<file path="src/rtl/sequence_pattern_transmitter.sv">
// Serial pattern source: shifts a latched PAT_W-bit pattern out MSB first,
// repeat_n times, with an optional GAP-cycle idle gap between repetitions.
// Every output is a flop, so each output reflects the state entered at the
// most recent edge.
module sequence_pattern_transmitter #(
    parameter int PAT_W = 5,
    parameter int CNT_W = 4,
    parameter int GAP   = 0
) (
    input  logic             clk,
    input  logic             reset,
    input  logic             start,
    input  logic [PAT_W-1:0] pattern_in,
    input  logic [CNT_W-1:0] repeat_n,
    input  logic             abort,
    output logic             out_bit,
    output logic             out_valid,
    output logic             busy,
    output logic             done
);

    localparam int BIT_W = (PAT_W > 1) ? $clog2(PAT_W) : 1;
    localparam int GAP_W = (GAP > 1) ? $clog2(GAP) : 1;
    localparam logic [BIT_W-1:0] BIT_MSB  = BIT_W'(PAT_W - 1);
    localparam logic [GAP_W-1:0] GAP_LAST = GAP_W'((GAP > 0) ? GAP - 1 : 0);

    typedef enum logic [1:0] {S_IDLE, S_SEND, S_GAP, S_DONE} state_t;

    state_t             state_q, state_d;
    logic [PAT_W-1:0]   pat_q, pat_d;
    logic [BIT_W-1:0]   bit_idx_q, bit_idx_d;   // index of the bit currently on out_bit
    logic [CNT_W-1:0]   rep_q, rep_d;           // repetitions still owed, incl. current
    logic [GAP_W-1:0]   gap_cnt_q, gap_cnt_d;   // gap cycles left after the current one
    logic               out_bit_q, out_bit_d;
    logic               out_valid_q, out_valid_d;
    logic               busy_q, busy_d;
    logic               done_q, done_d;

    // State and registered outputs; reset clears everything.
    always_ff @(posedge clk) begin
        if (reset) begin
            state_q     <= S_IDLE;
            pat_q       <= '0;
            bit_idx_q   <= '0;
            rep_q       <= '0;
            gap_cnt_q   <= '0;
            out_bit_q   <= 1'b0;
            out_valid_q <= 1'b0;
            busy_q      <= 1'b0;
            done_q      <= 1'b0;
        end else begin
            state_q     <= state_d;
            pat_q       <= pat_d;
            bit_idx_q   <= bit_idx_d;
            rep_q       <= rep_d;
            gap_cnt_q   <= gap_cnt_d;
            out_bit_q   <= out_bit_d;
            out_valid_q <= out_valid_d;
            busy_q      <= busy_d;
            done_q      <= done_d;
        end
    end

    // Next state and counters; pattern/count only change on an accepted start.
    always_comb begin
        state_d   = state_q;
        pat_d     = pat_q;
        bit_idx_d = bit_idx_q;
        rep_d     = rep_q;
        gap_cnt_d = gap_cnt_q;
        unique case (state_q)
            S_IDLE: begin
                if (start) begin
                    pat_d     = pattern_in;
                    rep_d     = repeat_n;
                    bit_idx_d = BIT_MSB;
                    state_d   = (repeat_n == '0) ? S_DONE : S_SEND;
                end
            end
            S_SEND: begin
                if (abort) begin
                    state_d = S_IDLE;
                end else if (bit_idx_q != '0) begin
                    bit_idx_d = bit_idx_q - 1'b1;
                end else begin
                    // End of a repetition: rep_q is never 0 here, so no wrap.
                    rep_d = rep_q - 1'b1;
                    if (rep_q == CNT_W'(1)) begin
                        state_d = S_DONE;
                    end else if (GAP > 0) begin
                        state_d   = S_GAP;
                        gap_cnt_d = GAP_LAST;
                    end else begin
                        bit_idx_d = BIT_MSB;
                    end
                end
            end
            S_GAP: begin
                if (abort) begin
                    state_d = S_IDLE;
                end else if (gap_cnt_q == '0) begin
                    state_d   = S_SEND;
                    bit_idx_d = BIT_MSB;
                end else begin
                    gap_cnt_d = gap_cnt_q - 1'b1;
                end
            end
            S_DONE: state_d = S_IDLE;
            default: state_d = S_IDLE;
        endcase
    end

    // Output values for the state being entered; out_bit forced low when not valid.
    always_comb begin
        out_valid_d = (state_d == S_SEND);
        busy_d      = (state_d == S_SEND) || (state_d == S_GAP);
        done_d      = (state_d == S_DONE);
        out_bit_d   = out_valid_d ? pat_d[bit_idx_d] : 1'b0;
    end

    assign out_bit   = out_bit_q;
    assign out_valid = out_valid_q;
    assign busy      = busy_q;
    assign done      = done_q;

endmodule

</file>
<file path="config.mk">
export PLATFORM = sky130hd
export DESIGN_NAME = sequence_pattern_transmitter
export DESIGN_NICKNAME = d
export VERILOG_FILES = /design/src/rtl/sequence_pattern_transmitter.sv
export SDC_FILE = /design/constraint.sdc
export NUM_CORES = 1
export LEC_CHECK = 0
export ABC_AREA = 1
export CAP_MARGIN = 20
export CORE_ASPECT_RATIO = 0.7
export CORE_UTILIZATION = 40
export CTS_CLUSTER_DIAMETER = 40
export CTS_CLUSTER_SIZE = 25
export DETAILED_ROUTE_END_ITERATION = 10
export SLEW_MARGIN = 5
export SYNTH_ARGS = -nofsm -noshare
export SYNTH_HDL_FRONTEND = slang
export SYNTH_SLANG_ARGS = --single-unit
</file>
<file path="constraint.sdc">
create_clock -name clk -period 2.7 [get_ports clk]
set_clock_uncertainty 0.2 [all_clocks]
set_input_delay 0.405 -clock clk [delete_from_list [all_inputs] [get_ports clk]]
set_output_delay 0.405 -clock clk [all_outputs]
set_load 0.01 [all_outputs]
</file>
**After elaboration in Yosys (flattened, before gate mapping)**

Cells that the tools add are included.

- Memories: 0
- Output and inout port bits: 4
- Latch bits: 0
- Logic and storage cells: 57
- ROM bits: 0
- Input bits: 13
- RAM bits: 0
- Register bits after elaboration: 19

- Muxes and demuxes: 24
- Bitwise operators: 2
- Add/sub/neg operators: 3
- Div/mod/pow operators: 0
- Shifts and indexed selects: 0
- Eq/ne operators: 10
- Multiply operators: 0
- Reductions and logical operators: 8
- Magnitude comparators: 1

Operators by type and width:

| cell | count |
|---|---|
| $mux W3 | 6 |
| $mux W2 | 7 |
| $mux W4 | 3 |
| $mux W5 | 2 |
| $pmux W3 S3 | 1 |
| $eq A2 B2 Y1 const B | 4 |
| $pmux W2 S4 | 1 |
| $pmux W4 S2 | 1 |
| $ne A2 B2 Y1 const B | 3 |
| $eq A2 B1 Y1 const B | 2 |
| $eq A4 B1 Y1 const B | 1 |
| $logic_not A4 Y1 | 1 |
| $lt A3 B4 Y1 const B | 1 |
| $reduce_and A4 Y1 | 1 |
| $sub A4 B1 Y4 const B | 1 |
| $bmux W1 S3 | 1 |
| $reduce_bool A3 Y1 | 1 |
| $sub A3 B1 Y3 const B | 1 |
| $logic_not A2 Y1 | 1 |
| $mux W1 | 2 |
| $not A1 Y1 | 2 |
| $reduce_and A2 Y1 | 1 |
| $reduce_bool A2 Y1 | 1 |
| $reduce_or A2 Y1 | 1 |
| 2 further kinds | 2 |

**Logic depth before layout (Yosys ltp)**

- Depth after elaboration: 8
- Depth in mapped cells: 12
- Gate-level depth less buffers: 12

**Least setup slack after synthesis**

No wires, ideal clock.

- Path type: flip-flop to flip-flop
- From: register bit_idx_q[0]
- To: register busy_q, in the netlist busy
- Data arrival time: 1348 ps
- Library setup time: 67 ps
- Cell stages (with the launch flop): 10
- Setup slack: 1085 ps
- Clock period less this slack: 1615 ps
- Path through: dfxtp_1 inv_1 ha_1 nand2_1 nor3_2 nand3_1 nand2_1 inv_1 ha_1 nor2_1

- Cells in the longest elaborated chain, start to end: 6
- Elaborated cells between the ends (all ways): 7

Ends and longest elaborated chain:

| item | line | source |
|---|---|---|
| start: declaration | 31 | `logic [BIT_W-1:0] bit_idx_q, bit_idx_d;` |
| start signal: assignment | 54 | `bit_idx_q <= bit_idx_d;` |
| $reduce_bool A3 Y1 (*) | 83 | `end else if (bit_idx_q != '0) begin` |
| $mux W2 (*) | 83 |  |
| $mux W2 (*) | 81 | `if (abort) begin` |
| $pmux W2 S4 (*) | 71 | `unique case (state_q)` |
| net state_d[1] | 29 | `state_t state_q, state_d;` |
| $eq A2 B1 Y1 or $eq A2 B2 Y1 (tied branches) | 116 | `busy_d = (state_d == S_SEND) \|\| (state_d == S_GAP);` |
| $logic_or A1 B1 Y1 (*) | 116 |  |
| end signal: assignment | 59 | `busy_q <= busy_d;` |
| end: declaration | 36 | `logic busy_q, busy_d;` |

Mark *: on every way through the listed nets, which the timed path passes. The rest lies on a longest branch.
A chain may end at the register's enable or synchronous reset.

**Worst setup path after layout**

- From: register bit_idx_q[0]
- To: register out_bit_q, in the netlist out_bit

- Cells in the longest elaborated chain, start to end: 7
- Elaborated cells between the ends (all ways): 17

Ends and longest elaborated chain:

| item | line | source |
|---|---|---|
| parallel branches: the longest is 7 deep, another holds $sub A3 B1 Y3 | n/a |  |
| end signal: assignment | 57 | `out_bit_q <= out_bit_d;` |
| end: declaration | 34 | `logic out_bit_q, out_bit_d;` |

Parallel ways; which one is timed is not known. The select of a mux whose other input is x is not followed.

==> key figures <==
GRT
  – Largest net degree at the start of global routing: 11
  – Initial antenna violation count: 0
  – Vias in the first global route: 847
  – Grt total ovfl: 0
  – First-pass GRT wire length: ~3.8 mm
  – Total GRT Usage: a little under a fifth

Placement
  – Placed instance count: around 190
  – GPL Wtd Cong: around 0.89
  – DP Wirelength: 1.87 mm
  – Port Buffers: 16

Power
  – Pwr Density: between 400 and 500 mW/mm^2
  – Leak: 0.000591 uW
  – VDD IR max: 0.242 mV

Setup path
  – Worst path max stage delay: roughly 320 ps
  – Slowest library cell on the worst path: dfxtp_1
  – CP Data Required Time: ~2700 ps
  – Crit. End Element: flop
  – Number of buffers and inverters on the critical path: 2
  – Max Fanout on Critical Path: 4
  – CP Launch Point: bit_idx_q[0]
  – Crit. path cell count: 12
  – Setup CP Type: flop to flop
  – Startpoint Class: flop
  – FF-to-FF Start: bit_idx_q[0]
  – Worst r2r dst: out_bit
  – Largest delay share family, worst path: simple AND/OR/NAND/NOR gates
  – Flop2flop setup slack: 810 ps
  – Most used cell, CP: nand3_1
  – FF-to-FF path depth: 12
  – Critical Path End: out_bit
  – Crit-path cells: inv_1, ha_1, inv_1, nor2_1, nand3_1, nand3_1, nand3_1, nand2_2, nand2_1, nand3_2, nand3_2, a21oi_2
  – Worst Path Arrival: ~1900 ps

Drt
  – Antenna viol nets, final: 0
  – DRC Markers: 0
  – Avg WL per Cell: roughly 12 um
  – Routed WL: around 2.2 mm
  – Via count: between 900 and 1k
  – DR pass1 iterations: 4
  – 1st-iter DRT viols: 31
  – Drt via density: 4.71

Clocking
  – Clk slew on worst S/H paths: roughly 100 ps
  – CTS tree: built
  – H-tree Lvls: 1
  – Postcts setup bufs: 0
  – Cts hold-fix bufs: 0
  – Clock Latency Late Sink: 290 ps
  – CTS Buf Count: 3
  – CTS resizes: 0
  – Clock Sinks: 18
  – Clk buf depth: 2
  – Clk root buf: clkbuf_4

Cells and area
  – Nets: about 180
  – Number of antenna diodes: 0
  – Synth-to-layout area growth: 22.3%
  – Ratio of cells with drive above 1 in the final layout: 9.88%
  – Final cell count without fillers: about 190

Flow run
  – Max-cap violations: 0

Logic synthesis
  – Number of synthesized register bits: 18
  – Mux cell area share after synthesis: less than 1%
  – Total nets after synthesis: 162
  – Most frequent cells after synthesis: nand2_1, nor2_1, inv_1
  – Synth Area in Compound Gates: a little under an eighth
  – Synthesis Warnings: 0
  – Post-Synthesis Cells: between 100 and 150
  – Most common cell in the netlist: nand2_1
  – Adder-cell area share of the yosys netlist: under 10%
  – Simple-gate share of the synthesized area: between 30% and 40%
  – Synth Area in XOR/XNOR: under 10%
  – Register area share after synthesis: a little over a third
  – Number of enable flip-flop cells after synthesis: 0
  – Largest family of logic cells by synthesized area: simple AND/OR/NAND/NOR gates
  – Area leader, netlist: dfxtp_1
  – Post-synthesis cell type count: 28
  – Top FF cell, synth: dfxtp_1
  – Async set-reset flop share out of synthesis: 0%
  – Area share of the largest cell type after synthesis: 35.4%
  – Mapped Avg Cell Area: approximately 7.1 um^2
  – Mapped Area: 0.00102 mm^2
  – Synth top area cells: dfxtp_1, nand2_1, nor2_1, ha_1, inv_1

STA
  – Max Slew Vio Count: 0
  – Fin crit period: 1890 ps
  – Max_slew headroom: around 77%
  – Final hold vios: 0
  – Worst slew pin tran: roughly 350 ps
  – Setup Viol. Count Final: 0
  – RSZ-0062 raised after global routing: no
  – Setup TNS: 0 ps
  – Final period utilization: between 60% and 70%
  – Peak Freq: 0.530 GHz

Floorplan
  – Die area: 0.00275 mm^2
  – Initial Util: 44.7%
  – Core Footprint: about 0.0023 mm^2
  – I/O pins: 17
  – Die X: 62.3 um
  – Cell row count: 14
  – Die H: ~44 um

Status
  – Status: completed

Hold path
  – Hold WC Path Type: flop to flop
==> routing by layer <==
metal	share of wire, %	GRT usage [%]
met1	54	24.4
met2	41	29.7
met3	4.8	5.41
met4	0	2.79
met5	0	0
==> tightest hold or removal path, stage by stage (launching register included) <==
cell,delay [ps]
dfxtp_1,310
nand2_1,70
a21oi_1,60
==> how the worst min path moves through the flow <==
| stage | from | endpoint | slack (ps) | cells past startpoint |
|---|---|---|---|---|
| 5_1_grt | pat_q[2] | pat_q[2] | 290 | 2 |
| 3_3_place_gp | pat_q[0] | pat_q[0] | 260 | 2 |
| 6_report | pat_q[0] | pat_q[0] | 280 | 2 |
| 4_1_cts | pat_q[0] | pat_q[0] | 280 | 2 |
| 3_5_place_dp | pat_q[0] | pat_q[0] | 270 | 2 |
| 2_1_floorplan | pat_q[0] | pat_q[0] | 250 | 2 |
==> layout make-up <==
cell class              instances  area, um^2
fillers                       238        1030
multi-input cells             101         567
flip-flops and latches         18         360
repair buffers                 17         168
inverters                      23        86.3
well taps                      32        40.0
clock buffers                   3        22.5
==> state kept, by name, summed over array words and instances (netlist names) <==
register and flops:
rep_q 4, out_valid 1, busy 1, state_q 2
bit_idx_q 3, done 1, out_bit 1, pat_q 5
==> stage by stage <==
stage               area, um^2  utilization [%]  power, uW  hold slack (ps)  setup slack [ps]
floorplan                 1020                -        396              251              1090
global placement          1220             53.6        449              262               607
detailed placement        1220             53.6        450              266               592
CTS                       1240             54.6        583              281               820
global route              1240             54.6        617              293               649
finish                    1240             54.6        576              277               815
==> placed cells by master (no fill, tap or decap), types with 3 or more instances in the layout <==
cell type        Yosys  layout
a211oi_1             3       3
a21oi_1              9       9
clkbuf_4             0       3
clkdlybuf4s50_1      0      16
dfxtp_1             18      18
ha_1                 6       6
inv_1               20      20
inv_2                3       3
nand2_1             23      23
nand3_1             13      13
nor2_1              21      21
==> power by group <==
group | internal [uW] | total [uW] | switching, uW | leakage, uW
clock | 51.9 | 132 | 80.2 | 0.0000138
sequential | 285 | 297 | 12.5 | 0.000148
combinational | 65.4 | 147 | 81.6 | 0.000429
==> logic make-up (layout without fill, tap and decap cells) <==
group | after synthesis | after routing
AO/OA/AOI/OAI | 20 | 20
buffers and inverters | 24 | 43
XOR/XNOR | 3 | 3
flip-flops | 18 | 18
multiplexers | 1 | 1
AND/OR/NAND/NOR | 71 | 71
adder cells (fa/ha/maj) | 6 | 6
Note: power is estimated with default switching activity, not from simulation.
